`config.mk`:
```
export PLATFORM = sky130hd
export DESIGN_NAME = fetch_unit_flat
export DESIGN_NICKNAME = d
export VERILOG_FILES = /design/src/rtl/fetch_if.sv /design/src/rtl/fetch_unit.sv /design/src/flat_wrapper.sv
export SDC_FILE = /design/constraint.sdc
export NUM_CORES = 1
export LEC_CHECK = 0
export CORE_AREA = 5 5 224 226
export DETAILED_ROUTE_END_ITERATION = 6
export DIE_AREA = 0 0 229 231
export PLACE_DENSITY = 0.48
export SYNTH_ARGS = -nofsm -noshare
export SYNTH_HDL_FRONTEND = slang
export SYNTH_SLANG_ARGS = --single-unit
```
`constraint.sdc`:
```
create_clock -name clk -period 2.7 [get_ports clk]
set_input_delay 0.54 -clock clk [delete_from_list [all_inputs] [get_ports clk]]
set_output_delay 0.54 -clock clk [all_outputs]
set_load 0.01 [all_outputs]
```
`src/rtl/fetch_if.sv`:
```
// Fetch-unit handshake and control bundle: harness start/finish, decoder
// controls, jump-LUT write port and the PC/status outputs.
interface fetch_if #(
  parameter int D  = 10,
  parameter int L  = 5,
  parameter int CW = 16
);
  logic          req;
  logic          stall;
  logic          halt_in;
  logic          absjump_en;
  logic          branch_en;
  logic          branch_cond;
  logic [7:0]    rel_off;
  logic [L-1:0]  lut_addr;
  logic          lut_we;
  logic [L-1:0]  lut_waddr;
  logic [D-1:0]  lut_wdata;
  logic [D-1:0]  prog_ctr;
  logic          fetch_valid;
  logic          busy;
  logic          done;
  logic [CW-1:0] cycles;

  modport slave (
    input  req, stall, halt_in, absjump_en, branch_en, branch_cond, rel_off,
           lut_addr, lut_we, lut_waddr, lut_wdata,
    output prog_ctr, fetch_valid, busy, done, cycles
  );

  modport master (
    output req, stall, halt_in, absjump_en, branch_en, branch_cond, rel_off,
           lut_addr, lut_we, lut_waddr, lut_wdata,
    input  prog_ctr, fetch_valid, busy, done, cycles
  );
endinterface

```
`src/rtl/fetch_unit.sv`:
```
// Instruction-fetch stage: owns the PC, the IDLE/RUN/HALT run handshake,
// an absolute jump-target LUT and a saturating RUN-cycle counter.
module fetch_unit #(
  parameter int          D          = 10,
  parameter int          L          = 5,
  parameter int unsigned START_ADDR = 0,
  parameter int          CW         = 16
) (
  input  logic   clk,
  input  logic   reset,
  fetch_if.slave bus
);

  localparam int LUT_DEPTH = 1 << L;

  typedef enum logic [1:0] {
    S_IDLE = 2'd0,
    S_RUN  = 2'd1,
    S_HALT = 2'd2
  } state_t;

  state_t        r_state;
  logic [D-1:0]  r_pc;
  logic [CW-1:0] r_cycles;
  logic [D-1:0]  r_lut [LUT_DEPTH];

  logic [D-1:0]  w_lut_rdata;
  logic [D-1:0]  w_rel_sext;
  logic [D-1:0]  w_pc_seq;
  logic [D-1:0]  w_pc_branch;
  logic [D-1:0]  w_pc_next;
  logic [CW-1:0] w_cycles_inc;
  logic          w_run;

  assign w_run = (r_state == S_RUN);

  // NOTE: every signal driven from always_comb gets a default assignment
  // first, so no path can leave it unassigned and infer a latch.
  always_comb begin
    w_lut_rdata  = r_lut[bus.lut_addr];
    w_rel_sext   = D'($signed(bus.rel_off));
    w_pc_seq     = r_pc + 1'b1;
    w_pc_branch  = r_pc + w_rel_sext;
    w_pc_next    = w_pc_seq;
    if (bus.absjump_en) begin
      w_pc_next = w_lut_rdata;
    end else if (bus.branch_en && bus.branch_cond) begin
      w_pc_next = w_pc_branch;
    end
    w_cycles_inc = (r_cycles == '1) ? r_cycles : r_cycles + 1'b1;
  end

  // NOTE: sequential state uses non-blocking assignments only, so every
  // register samples pre-edge values regardless of statement order.
  always_ff @(posedge clk or negedge reset) begin
    if (!reset) begin
      r_state  <= S_IDLE;
      r_pc     <= '0;
      r_cycles <= '0;
    end else begin
      case (r_state)
        S_IDLE, S_HALT: begin
          if (bus.req) begin
            r_state  <= S_RUN;
            r_pc     <= D'(START_ADDR);
            r_cycles <= '0;
          end
        end
        S_RUN: begin
          // Stalled and halting cycles still count toward the run length.
          r_cycles <= w_cycles_inc;
          if (!bus.stall) begin
            if (bus.halt_in) begin
              r_state <= S_HALT;
            end else begin
              r_pc <= w_pc_next;
            end
          end
        end
        default: r_state <= S_IDLE;
      endcase
    end
  end

  // NOTE: the LUT is a register array with a reset because a reset must
  // leave every jump target at 0; a RAM macro could not provide that.
  always_ff @(posedge clk or negedge reset) begin
    if (!reset) begin
      for (int i = 0; i < LUT_DEPTH; i++) begin
        r_lut[i] <= '0;
      end
    end else if (bus.lut_we) begin
      r_lut[bus.lut_waddr] <= bus.lut_wdata;
    end
  end

  assign bus.prog_ctr    = r_pc;
  assign bus.busy        = w_run;
  assign bus.done        = (r_state == S_HALT);
  assign bus.fetch_valid = w_run & ~bus.stall;
  assign bus.cycles      = r_cycles;

endmodule

```
`src/flat_wrapper.sv`:
```
// flat-port wrapper written by rule: the top's interface ports become plain ports
module fetch_unit_flat 
#(
  parameter int          D          = 10,
  parameter int          L          = 5,
  parameter int unsigned START_ADDR = 0,
  parameter int          CW         = 16
)
  (clk, reset, bus_req, bus_stall, bus_halt_in, bus_absjump_en, bus_branch_en, bus_branch_cond, bus_rel_off, bus_lut_addr, bus_lut_we, bus_lut_waddr, bus_lut_wdata, bus_prog_ctr, bus_fetch_valid, bus_busy, bus_done, bus_cycles);
  fetch_if #(.D(D), .L(L), .CW(CW)) bus_i ();
  input  logic clk;
  input  logic reset;
  input wire logic [$bits(bus_i.req)-1:0] bus_req;
  input wire logic [$bits(bus_i.stall)-1:0] bus_stall;
  input wire logic [$bits(bus_i.halt_in)-1:0] bus_halt_in;
  input wire logic [$bits(bus_i.absjump_en)-1:0] bus_absjump_en;
  input wire logic [$bits(bus_i.branch_en)-1:0] bus_branch_en;
  input wire logic [$bits(bus_i.branch_cond)-1:0] bus_branch_cond;
  input wire logic [$bits(bus_i.rel_off)-1:0] bus_rel_off;
  input wire logic [$bits(bus_i.lut_addr)-1:0] bus_lut_addr;
  input wire logic [$bits(bus_i.lut_we)-1:0] bus_lut_we;
  input wire logic [$bits(bus_i.lut_waddr)-1:0] bus_lut_waddr;
  input wire logic [$bits(bus_i.lut_wdata)-1:0] bus_lut_wdata;
  output wire logic [$bits(bus_i.prog_ctr)-1:0] bus_prog_ctr;
  output wire logic [$bits(bus_i.fetch_valid)-1:0] bus_fetch_valid;
  output wire logic [$bits(bus_i.busy)-1:0] bus_busy;
  output wire logic [$bits(bus_i.done)-1:0] bus_done;
  output wire logic [$bits(bus_i.cycles)-1:0] bus_cycles;
  assign bus_i.req = bus_req;
  assign bus_i.stall = bus_stall;
  assign bus_i.halt_in = bus_halt_in;
  assign bus_i.absjump_en = bus_absjump_en;
  assign bus_i.branch_en = bus_branch_en;
  assign bus_i.branch_cond = bus_branch_cond;
  assign bus_i.rel_off = bus_rel_off;
  assign bus_i.lut_addr = bus_lut_addr;
  assign bus_i.lut_we = bus_lut_we;
  assign bus_i.lut_waddr = bus_lut_waddr;
  assign bus_i.lut_wdata = bus_lut_wdata;
  assign bus_prog_ctr = bus_i.prog_ctr;
  assign bus_fetch_valid = bus_i.fetch_valid;
  assign bus_busy = bus_i.busy;
  assign bus_done = bus_i.done;
  assign bus_cycles = bus_i.cycles;
  fetch_unit #(.D(D), .L(L), .START_ADDR(START_ADDR), .CW(CW)) u_core (.clk(clk), .reset(reset), .bus(bus_i));
endmodule
```
==> results of run 1 <==
==> cell usage after synthesis, types with 8 or more instances <==
cell	count
ha_1	10
a31oi_1	11
mux4_2	44
xnor2_1	10
o21ai_0	12
and4_1	12
clkbuf_1	43
buf_4	8
and3_1	11
nor2b_1	10
nand2_1	15
nor2_2	12
a22oi_1	52
a211oi_1	8
nand2_2	16
mux2i_1	74
mux2_2	317
nand3_1	38
nor2_1	25
buf_2	23
dfrtp_1	348
==> layer usage <==
metal | wire (um) | global-route usage, % | vias to the layer above
li1 | - | - | 4677
met1 | 21500 | 24.5 | 5501
met2 | 20900 | 27.5 | 170
met3 | 1650 | 2.56 | 67
met4 | 928 | 4.66 | 4
met5 | 23 | 0 | -
==> area by class of cell <==
cell class,count,share of cell area [%]
Antenna cell,1,0.0125
Clock buffer,61,6.07
Clock inverter,10,0.789
Inverter,6,0.113
Multi-Input combinational cell,756,37.5
Sequential cell,348,43.6
Tap cell,622,3.89
Timing Repair Buffer,149,8.07
==> registers in the layout, indices dropped and copies added (netlist names) <==
signal	flops
u_core.bus.cycles	16
u_core.bus.prog_ctr	10
u_core.r_lut	320
u_core.r_state	2
==> where the power goes <==
group / internal [mW] / total, mW / switching (mW) / leakage, nW
Combinational: 1.53 / 2.73 / 1.20 / 3.73
Sequential: 6.23 / 6.75 / 0.527 / 4.47
Clock: 3.48 / 5.68 / 2.20 / 0.674
Total: 11.2 / 15.2 / 3.93 / 8.88
==> worst max-delay path, cell delays in order, from the launching register on <==
cell and delay [ns]:
dfrtp_1 0.46, nand2b_1 0.22, nor2_1 0.18, clkdlybuf4s50_1 0.56
==> worst min path at each step <==
stage                startpoint                    to  slack (ns)
6_report       u_core.r_lut[38]      u_core.r_lut[38]        0.48
5_1_grt        u_core.r_lut[38]      u_core.r_lut[38]        0.50
4_1_cts        u_core.r_lut[38]      u_core.r_lut[38]        0.49
3_5_place_dp   u_core.r_lut[38]      u_core.r_lut[38]        0.47
3_3_place_gp   u_core.r_lut[38]      u_core.r_lut[38]        0.46
2_1_floorplan             reset  u_core.bus.cycles[0]        0.24
==> timing repair <==
item                                    4_1_cts  5_1_grt
endpoints found under the setup margin        0        1
hold buffers                                  1        0
hold endpoints to repair                     59        0
buffers inserted                              0        0
resized for setup                             0        1
==> kinds of logic (layout without fill, tap and decap cells) <==
group | count (synthesis) | count (layout) | share of synthesized area [%]
compound gates | 111 | 111 | 4.78
xor+xnor | 16 | 16 | 0.845
fa+ha+maj | 11 | 11 | 0.875
buf+inv | 83 | 226 | 2.28
flops | 348 | 348 | 52.5
mux | 438 | 438 | 32.2
other cells | 0 | 1 | 0
simple gates | 180 | 180 | 6.53
==> through the flow <==
step                      area [um^2]  setup slack, ns  total power, mW  hold WS (ns)  util [%]
after floorplan                 16600            0.333             8.52         0.244         -
after global placement          18600           -0.250             9.53         0.462      38.7
after detailed placement        18600           -0.230             9.62         0.474      38.7
after CTS                       20000            0.114             15.4         0.487      41.5
after global routing            20000           0.0374             15.9         0.500      41.5
final                           20000            0.191             15.2         0.481      41.5
==> impl_metrics.tcl, run 1 <==
set metrics [dict create \
    outcome "finished, final reports clean" \
    clock_sinks 348 \
    min_period_over_period_pct 92.9 \
    r2r-start "u_core.bus.prog_ctr[0]" \
    share_of_synthesized_area_occupied_by_flip_flops_and_latches_pct 52.5 \
    tritoncts "yes" \
    dr_iter_0_viols 630 \
    rr_endpoint "u_core.bus.prog_ctr[8]" \
    synth_async_sr_flop_share_pct 100 \
    nets 1351 \
    ant_nets 0 \
    period_minus_slack_ns 2.51 \
    layout.cells.most_common "dfrtp_1" \
    h-tree-depth 2 \
    finalHoldViolCount 0 \
    grt_start_max_net_pins 67 \
    detailroute.via_count 10400 \
    timing.setup.tns_ns 0 \
    power.density_cell_area_nw_per_um2 759 \
    ys_top_cells_by_area "dfrtp_1 53%, mux2_2 22%, mux4_2 6.0%" \
    core_area_um2 48100 \
    stdcell_count 1953 \
    antenna_found_initial 5 \
    timing_worst_slew_pin_value_ns 0.771 \
    critical_path.endpoint_type "output pin" \
    cp_arrival_ns 1.97 \
    ys.warnings.count 0 \
    max-cap-violations 0 \
    initial_core_util_pct 34.4 \
    setup.worst_path.end "bus_fetch_valid" \
    floorplan.rows 81 \
    slew_viol_final 0 \
    synthesis.nets 1235 \
    viasPerCell 5.33 \
    detail_route.wirelength_um 45000 \
    first_global_vias 11000 \
    synth.cell_area_um2 16600 \
    post_synth_inst_count 1187 \
    placed_cells 1880 \
    pin_count 66 \
    area_growth_pct 20.6 \
    port_buffers 65 \
    hold_depth 1 \
    r2r_cells 8 \
    power_leakage_nw 8.88 \
    setup.reg_to_reg.worst_slack_ns 0.49 \
    drt_first_pass_iters 5 \
    seq_area_um2 8710 \
    yosysUniqueCellTypes 54 \
    ctsRootBufferMaster "clkbuf_16" \
    slew-limit-headroom_pct 48.5 \
    die_boundary_width_um 229 \
    drc 0 \
    synth_ff_type "dfrtp_1" \
    maxClockFrequency_mhz 399 \
    routed_wire_length_per_instance_um 23.1 \
    crit_type "reg -> out" \
    cts-buffers-inserted 42 \
    grt_ovf 0 \
    syn-mean-instance-area_um2 14.0 \
    grt_pass1_wl_um 70300 \
    multiInputGateArea_um2 7490 \
    clk_transition_reported_paths_ns 0.05 \
    routabilityCongestion 0.786 \
    data_required_time_at_the_worst_endpoint_ns 2.16 \
    synth-seq-cells 348 \
    max-clock-path-buffers 3 \
    clock_insertion_delay_worst_skew_ns 0.56 \
    holdCritPathClass "reg -> reg" \
    synth_area_leader_cell "dfrtp_1" \
    highest_count_cells_in_the_layout_ignoring_fill_and_taps "348 x dfrtp_1, 317 x mux2_2, 74 x mux2i_1" \
    synthDominantCellAreaShare_pct 52.5 \
    dieHeight_um 231 \
    setup_repair_after_global_routing_missed_its_margin "no" \
    report.final.setup_viol 0 \
    ir_worst_vdd_v 0.000443 \
    groute.usage.overall_pct 17.2 \
    crit_fanout 8 \
    setup.worst_path.start "u_core.r_state[0]" \
    layout-drive-gt1-share_pct 41.1 \
    hpwlAfterDp_um 29900 \
    cp-start-kind "flip-flop" \
    n_fill_cell 4468 \
    skew_ns 0.0133 \
    synth_edf_count 0 \
    die_area_um2 52900 \
]
(Power assumes the default switching activity.)
==> run 2: changes to the inputs <==
Settings changed: GPL_ROUTABILITY_DRIVEN set to 1, PLACE_DENSITY 0.48 to not set.
Clock period 2.7 ns to 2.58 ns, I/O delays scaled along.
==> run 2 against run 1 <==
Worst hold slack gained 0.0096 ns. Clock skew up 0.0012 ns. Register-to-register slack worse by 0.23 ns. Largest cell class unchanged.
==> impl_metrics.tcl, run 2 (synthesized netlist as in run 1, its figures left out) <==
set metrics [dict create \
    outcome "finished, final reports clean" \
    critPathTopFamily "buffers and inverters" \
    first_global_vias 10900 \
    ctsRootBufferMaster "clkbuf_16" \
    clock_sinks 348 \
    viasPerCell 5.32 \
    crit_fanout 8 \
    max-cap-violations 0 \
    ant_nets 0 \
    timing.setup.tns_ns 0 \
    dieHeight_um 231 \
    core_area_um2 48100 \
    maxClockFrequency_mhz 402 \
    crit_path_max_incr_delay_ns 0.57 \
    die_area_um2 52900 \
    cp-start-kind "flip-flop" \
    cts-buffers-inserted 40 \
    nets 1359 \
    finalHoldViolCount 0 \
    initial_core_util_pct 34.4 \
    pin_count 66 \
    h-tree-depth 2 \
    grt_start_max_net_pins 73 \
    min_period_over_period_pct 96.4 \
    dr_iter_0_viols 780 \
    data_required_time_at_the_worst_endpoint_ns 2.06 \
    n_antenna_cell 0 \
    cp_cell_sequence "nand2b_1, inv_1, clkdlybuf4s50_1" \
    antenna_found_initial 0 \
    power_leakage_nw 8.85 \
    report.final.setup_viol 0 \
    area_growth_pct 19.8 \
    port_buffers 65 \
    skew_ns 0.0145 \
    ir_worst_vdd_v 0.000377 \
    slew_viol_final 0 \
    detail_route.wirelength_um 43400 \
    groute.usage.overall_pct 16.4 \
    power.density_cell_area_nw_per_um2 777 \
    cp_num_buf_inv 2 \
    routabilityCongestion 0.880 \
    detailroute.via_count 10400 \
    clk_transition_reported_paths_ns 0.06 \
    clock_insertion_delay_worst_skew_ns 0.54 \
    die_boundary_width_um 229 \
    drc 0 \
    registers.top_by_ff_count "u_core.r_lut" \
    drt_first_pass_iters 5 \
    finalHoldWorstSlack_ns 0.491 \
    crit_type "reg -> out" \
    grt_pass1_wl_um 67900 \
    period_minus_slack_ns 2.49 \
    setup_repair_after_global_routing_missed_its_margin "no" \
    slew-limit-headroom_pct 41.7 \
    timing_worst_slew_pin_value_ns 0.871 \
    tritoncts "yes" \
    layout-drive-gt1-share_pct 41.2 \
    largest_reg_flops 320 \
    max-clock-path-buffers 3 \
    critical_path.endpoint_type "output pin" \
    grt_ovf 0 \
    routed_wire_length_per_instance_um 22.2 \
    holdCritPathClass "reg -> reg" \
    floorplan.rows 81 \
    highest_count_cells_in_the_layout_ignoring_fill_and_taps "348 x dfrtp_1, 317 x mux2_2, 74 x mux2i_1" \
    layout.cells.most_common "dfrtp_1" \
    cp_arrival_ns 1.97 \
    hpwlAfterDp_um 30100 \
    crit_path_top_delay_cell "clkdlybuf4s50_1" \
]
-- run 2: cell count changes in the layout (fill, tap and decap cells not counted) --
cell / delta
inv_6: -1
inv_2: -1
inv_1: +1
buf_12: -4
clkbuf_16: -2
clkinv_2: +2
buf_4: +14
diode_2: -1
clkinv_4: -1
bufinv_16: -4
clkbuf_8: +1
inv_8: +1
clkbuf_1: +1
-- run 2: repair_timing --
item	CTS	global route
gates resized for setup	0	0
endpoints found under the hold margin	54	0
buffers inserted	0	0
hold buffers	1	0
-- run 2: final timing paths --
kind	startpoint	end	slack, ns	cells after the start
max in group asynchronous	reset	u_core.r_lut[190]	1.23	3
hold reg to reg	u_core.r_lut[38]	u_core.r_lut[38]	0.49	1
setup reg to reg	u_core.bus.prog_ctr[0]	u_core.bus.prog_ctr[8]	0.26	7
setup / recovery	u_core.r_state[0]	bus_busy	0.09	3
min in group asynchronous	reset	u_core.r_lut[218]	0.55	2
hold / removal	u_core.r_lut[38]	u_core.r_lut[38]	0.49	1
-- run 2: per-stage QoR --
step	setup slack [ns]	cells	total power, mW	area, um^2	util, %
final	0.0933	1959	15.4	19900	41.3
after CTS	0.0750	1959	15.6	19900	41.3
after global routing	0.000353	1959	16.2	19900	41.3
after detailed placement	-0.380	1890	10.2	18600	38.7
after global placement	-0.359	1890	10.1	18600	38.7
after floorplan	0.237	1187	8.91	16600	-
-- run 2: cell type report --
type                            instances  area, um^2
Sequential cell                       348        8710
Multi-Input combinational cell        756        7490
Clock buffer                           61        1180
Fill cell                            4416       28300
Clock inverter                          7        41.3
Inverter                                6        22.5
Timing Repair Buffer                  159        1640
Tap cell                              622         778
-- run 2: where the power goes --
| part | internal, mW | leakage (nW) | total (mW) | switching, mW |
|---|---|---|---|---|
| Clock | 3.14 | 0.606 | 5.31 | 2.17 |
| Sequential | 6.52 | 4.47 | 7.09 | 0.575 |
| Combinational | 1.62 | 3.77 | 3.02 | 1.40 |
-- run 2: layer usage --
metal  GRT usage [%]  vias up  share of wire, %
li1                -     4678                 -
met1            23.6     5438                48
met2            25.5      243                45
met3            2.84       70               4.5
met4            5.24        0               2.6
met5               0        -                 0
==> run 3: changes to the inputs <==
Settings changed: CORE_AREA 5 5 224 226 to 2 2 221 223, CTS_CLUSTER_SIZE set to 25, DIE_AREA 0 0 229 231 to 0 0 223 225.
Clock period 2.58 ns to 2.16 ns, I/O delays scaled along.
==> run 3 against run 2 <==
Routed wire length fell by 1.1%. Clock-buffer cell count down 1. Cell area grew 2.8%. Cell count rose by 2.6%. Worst hold slack got worse by 0.17 ns. Worst setup slack improved by 0.023 ns. Sequential power is 20% higher. Critical path depth fell by 1. Via count up 2.6%. Non-clock buffer count rose by 50. First-iteration DRC count shrank 17%. Critical endpoint is now bus_prog_ctr[0]. Largest cell class unchanged. Largest power group unchanged.
==> impl_metrics.tcl, run 3 (synthesized netlist as in run 1, its figures left out) <==
set metrics [dict create \
    clk_transition_reported_paths_ns 0.06 \
    h-tree-depth 2 \
    max-clock-path-buffers 3 \
    post-route-util_pct 43.0 \
    max-cap-violations 0 \
    crit_path_max_incr_delay_ns 0.53 \
    skew_ns 0.0148 \
    die_area_um2 50200 \
    highest_count_cells_in_the_layout_ignoring_fill_and_taps "347 x dfrtp_1, 317 x mux2_2, 118 x buf_4" \
    clock_sinks 348 \
    cp_arrival_ns 1.61 \
    setup_repair_after_global_routing_missed_its_margin "no" \
    slew-limit-headroom_pct 56.5 \
    dieHeight_um 225 \
    power_leakage_nw 9.20 \
    routabilityCongestion 0.850 \
    die_boundary_width_um 223 \
    grt_ovf 0 \
    area_growth_pct 23.2 \
    tritoncts "yes" \
    clock_insertion_delay_worst_skew_ns 0.57 \
    min_period_over_period_pct 94.6 \
    cts-buffers-inserted 41 \
    timing.setup.tns_ns 0 \
    global_route.peak_usage_layer "met2" \
    layout-drive-gt1-share_pct 44.4 \
    routed_wire_length_per_instance_um 21.4 \
    detailroute.via_count 10700 \
    global_route.usage.met1_pct 23.3 \
    seq_area_um2 8710 \
    grt_use_met3_pct 3.83 \
    critical_path.endpoint_type "output pin" \
    grtUsageMet2_pct 28.0 \
    crit_path_top_delay_cell "clkdlybuf4s50_1" \
    ant_nets 0 \
    layout.cells.most_common "dfrtp_1" \
    cp-start-kind "flip-flop" \
    grt_start_max_net_pins 83 \
    report.final.setup_viol 0 \
    ir_worst_vdd_v 0.000566 \
    timing_worst_slew_pin_value_ns 0.651 \
    initial_core_util_pct 34.9 \
    n_fill_cell 4270 \
    slew_viol_final 0 \
    groute.usage.overall_pct 17.3 \
    detail_route.wirelength_um 42900 \
    totalPowerFinal_mw 18.9 \
    holdCritPathClass "in -> async" \
    outcome "finished, final reports clean" \
    floorplan.rows 80 \
    finalHoldViolCount 0 \
    ctsRootBufferMaster "clkbuf_16" \
    period_minus_slack_ns 2.04 \
    core_area_um2 47500 \
    multiInputGateArea_um2 7530 \
    registers.top_by_ff_count "u_core.r_lut" \
    grt_pass1_wl_um 66400 \
    cp_cell_sequence "buf_4, clkdlybuf4s50_1" \
    crit_type "reg -> out" \
    nets 1410 \
    drt_first_pass_iters 5 \
    pin_count 66 \
    power.density_cell_area_nw_per_um2 926 \
    drc 0 \
    dr_iter_0_viols 649 \
    antenna_found_initial 2 \
    port_buffers 65 \
    post_dp_cell_area_um2 19000 \
    maxClockFrequency_mhz 489 \
    final_area_um2 20400 \
    largest_reg_flops 320 \
    hpwlAfterDp_um 29100 \
    viasPerCell 5.33 \
    crit_fanout 2 \
    data_required_time_at_the_worst_endpoint_ns 1.73 \
    critPathTopFamily "buffers and inverters" \
    first_global_vias 10900 \
    cp_num_buf_inv 2 \
]
[run 3: cell count changes in the layout (fill, tap and decap cells not counted), sizes merged, moves of 2 or more]
cell           before  now
clkinv              6   10
dlygate4sd2         0    3
dlymetal6s2s        0    3
clkinvlp            0    2
buf                96  146
clkdlybuf4s50      62   56
[run 3: worst register-to-register path, cell delays in order (launching register included)]
cell      delay [ns]
dfrtp_1         0.41
ha_2            0.21
fa_2            0.35
a211oi_2        0.29
o21ai_1         0.09
a31oi_1         0.17
xor2_1          0.21
o221ai_1        0.13
[run 3: final timing paths]
| check | end | slack (ns) | depth (start not counted) | from |
|---|---|---|---|---|
| max in group asynchronous | u_core.r_lut[251] | 1.04 | 4 | reset |
| min in group clk | u_core.r_lut[38] | 0.49 | 1 | u_core.r_lut[38] |
| setup reg to reg | u_core.bus.prog_ctr[8] | 0.17 | 7 | u_core.bus.prog_ctr[0] |
| setup / recovery | bus_prog_ctr[0] | 0.12 | 2 | u_core.bus.prog_ctr[0] |
| hold reg to reg | u_core.r_lut[38] | 0.49 | 1 | u_core.r_lut[38] |
| hold / removal | u_core.r_lut[235] | 0.32 | 2 | reset |
[run 3: metrics by stage]
step / hold slack (ns) / setup slack (ns) / std cells
2_1_floorplan: 0.136 / 0.00740 / 1187
3_3_place_gp: 0.304 / -0.572 / 1932
3_5_place_dp: 0.306 / -0.582 / 1932
4_1_cts: 0.292 / 0.00949 / 2008
5_1_grt: 0.312 / 0.0260 / 2008
6_report: 0.319 / 0.116 / 2009
[run 3: final cells by class]
class	count	area share [%]
Sequential cell	348	42.6
Multi-Input combinational cell	756	36.9
Timing Repair Buffer	209	10.1
Clock buffer	60	5.92
Tap cell	615	3.77
Clock inverter	14	0.545
Inverter	6	0.110
Antenna cell	1	0.0123
[run 3: metal layers]
layer | up-vias | wire (um)
li1 | 4792 | -
met1 | 5634 | 19600
met2 | 219 | 20400
met3 | 58 | 2010
met4 | 0 | 999
met5 | - | 0
[run 3: where the power goes]
part	leakage, nW	switching (mW)	internal [mW]	total [mW]
logic	4.08	1.63	2.05	3.68
clock network	0.651	2.74	4.01	6.75
registers	4.47	0.698	7.78	8.48
total	9.20	5.07	13.8	18.9
[run 3: repair_timing]
item	4_1_cts	5_1_grt
endpoints found under the setup margin	3	4
hold endpoints to repair	20	0
setup buffers	1	0
pin swaps	0	7
resized for setup	7	9
hold buffers	1	0
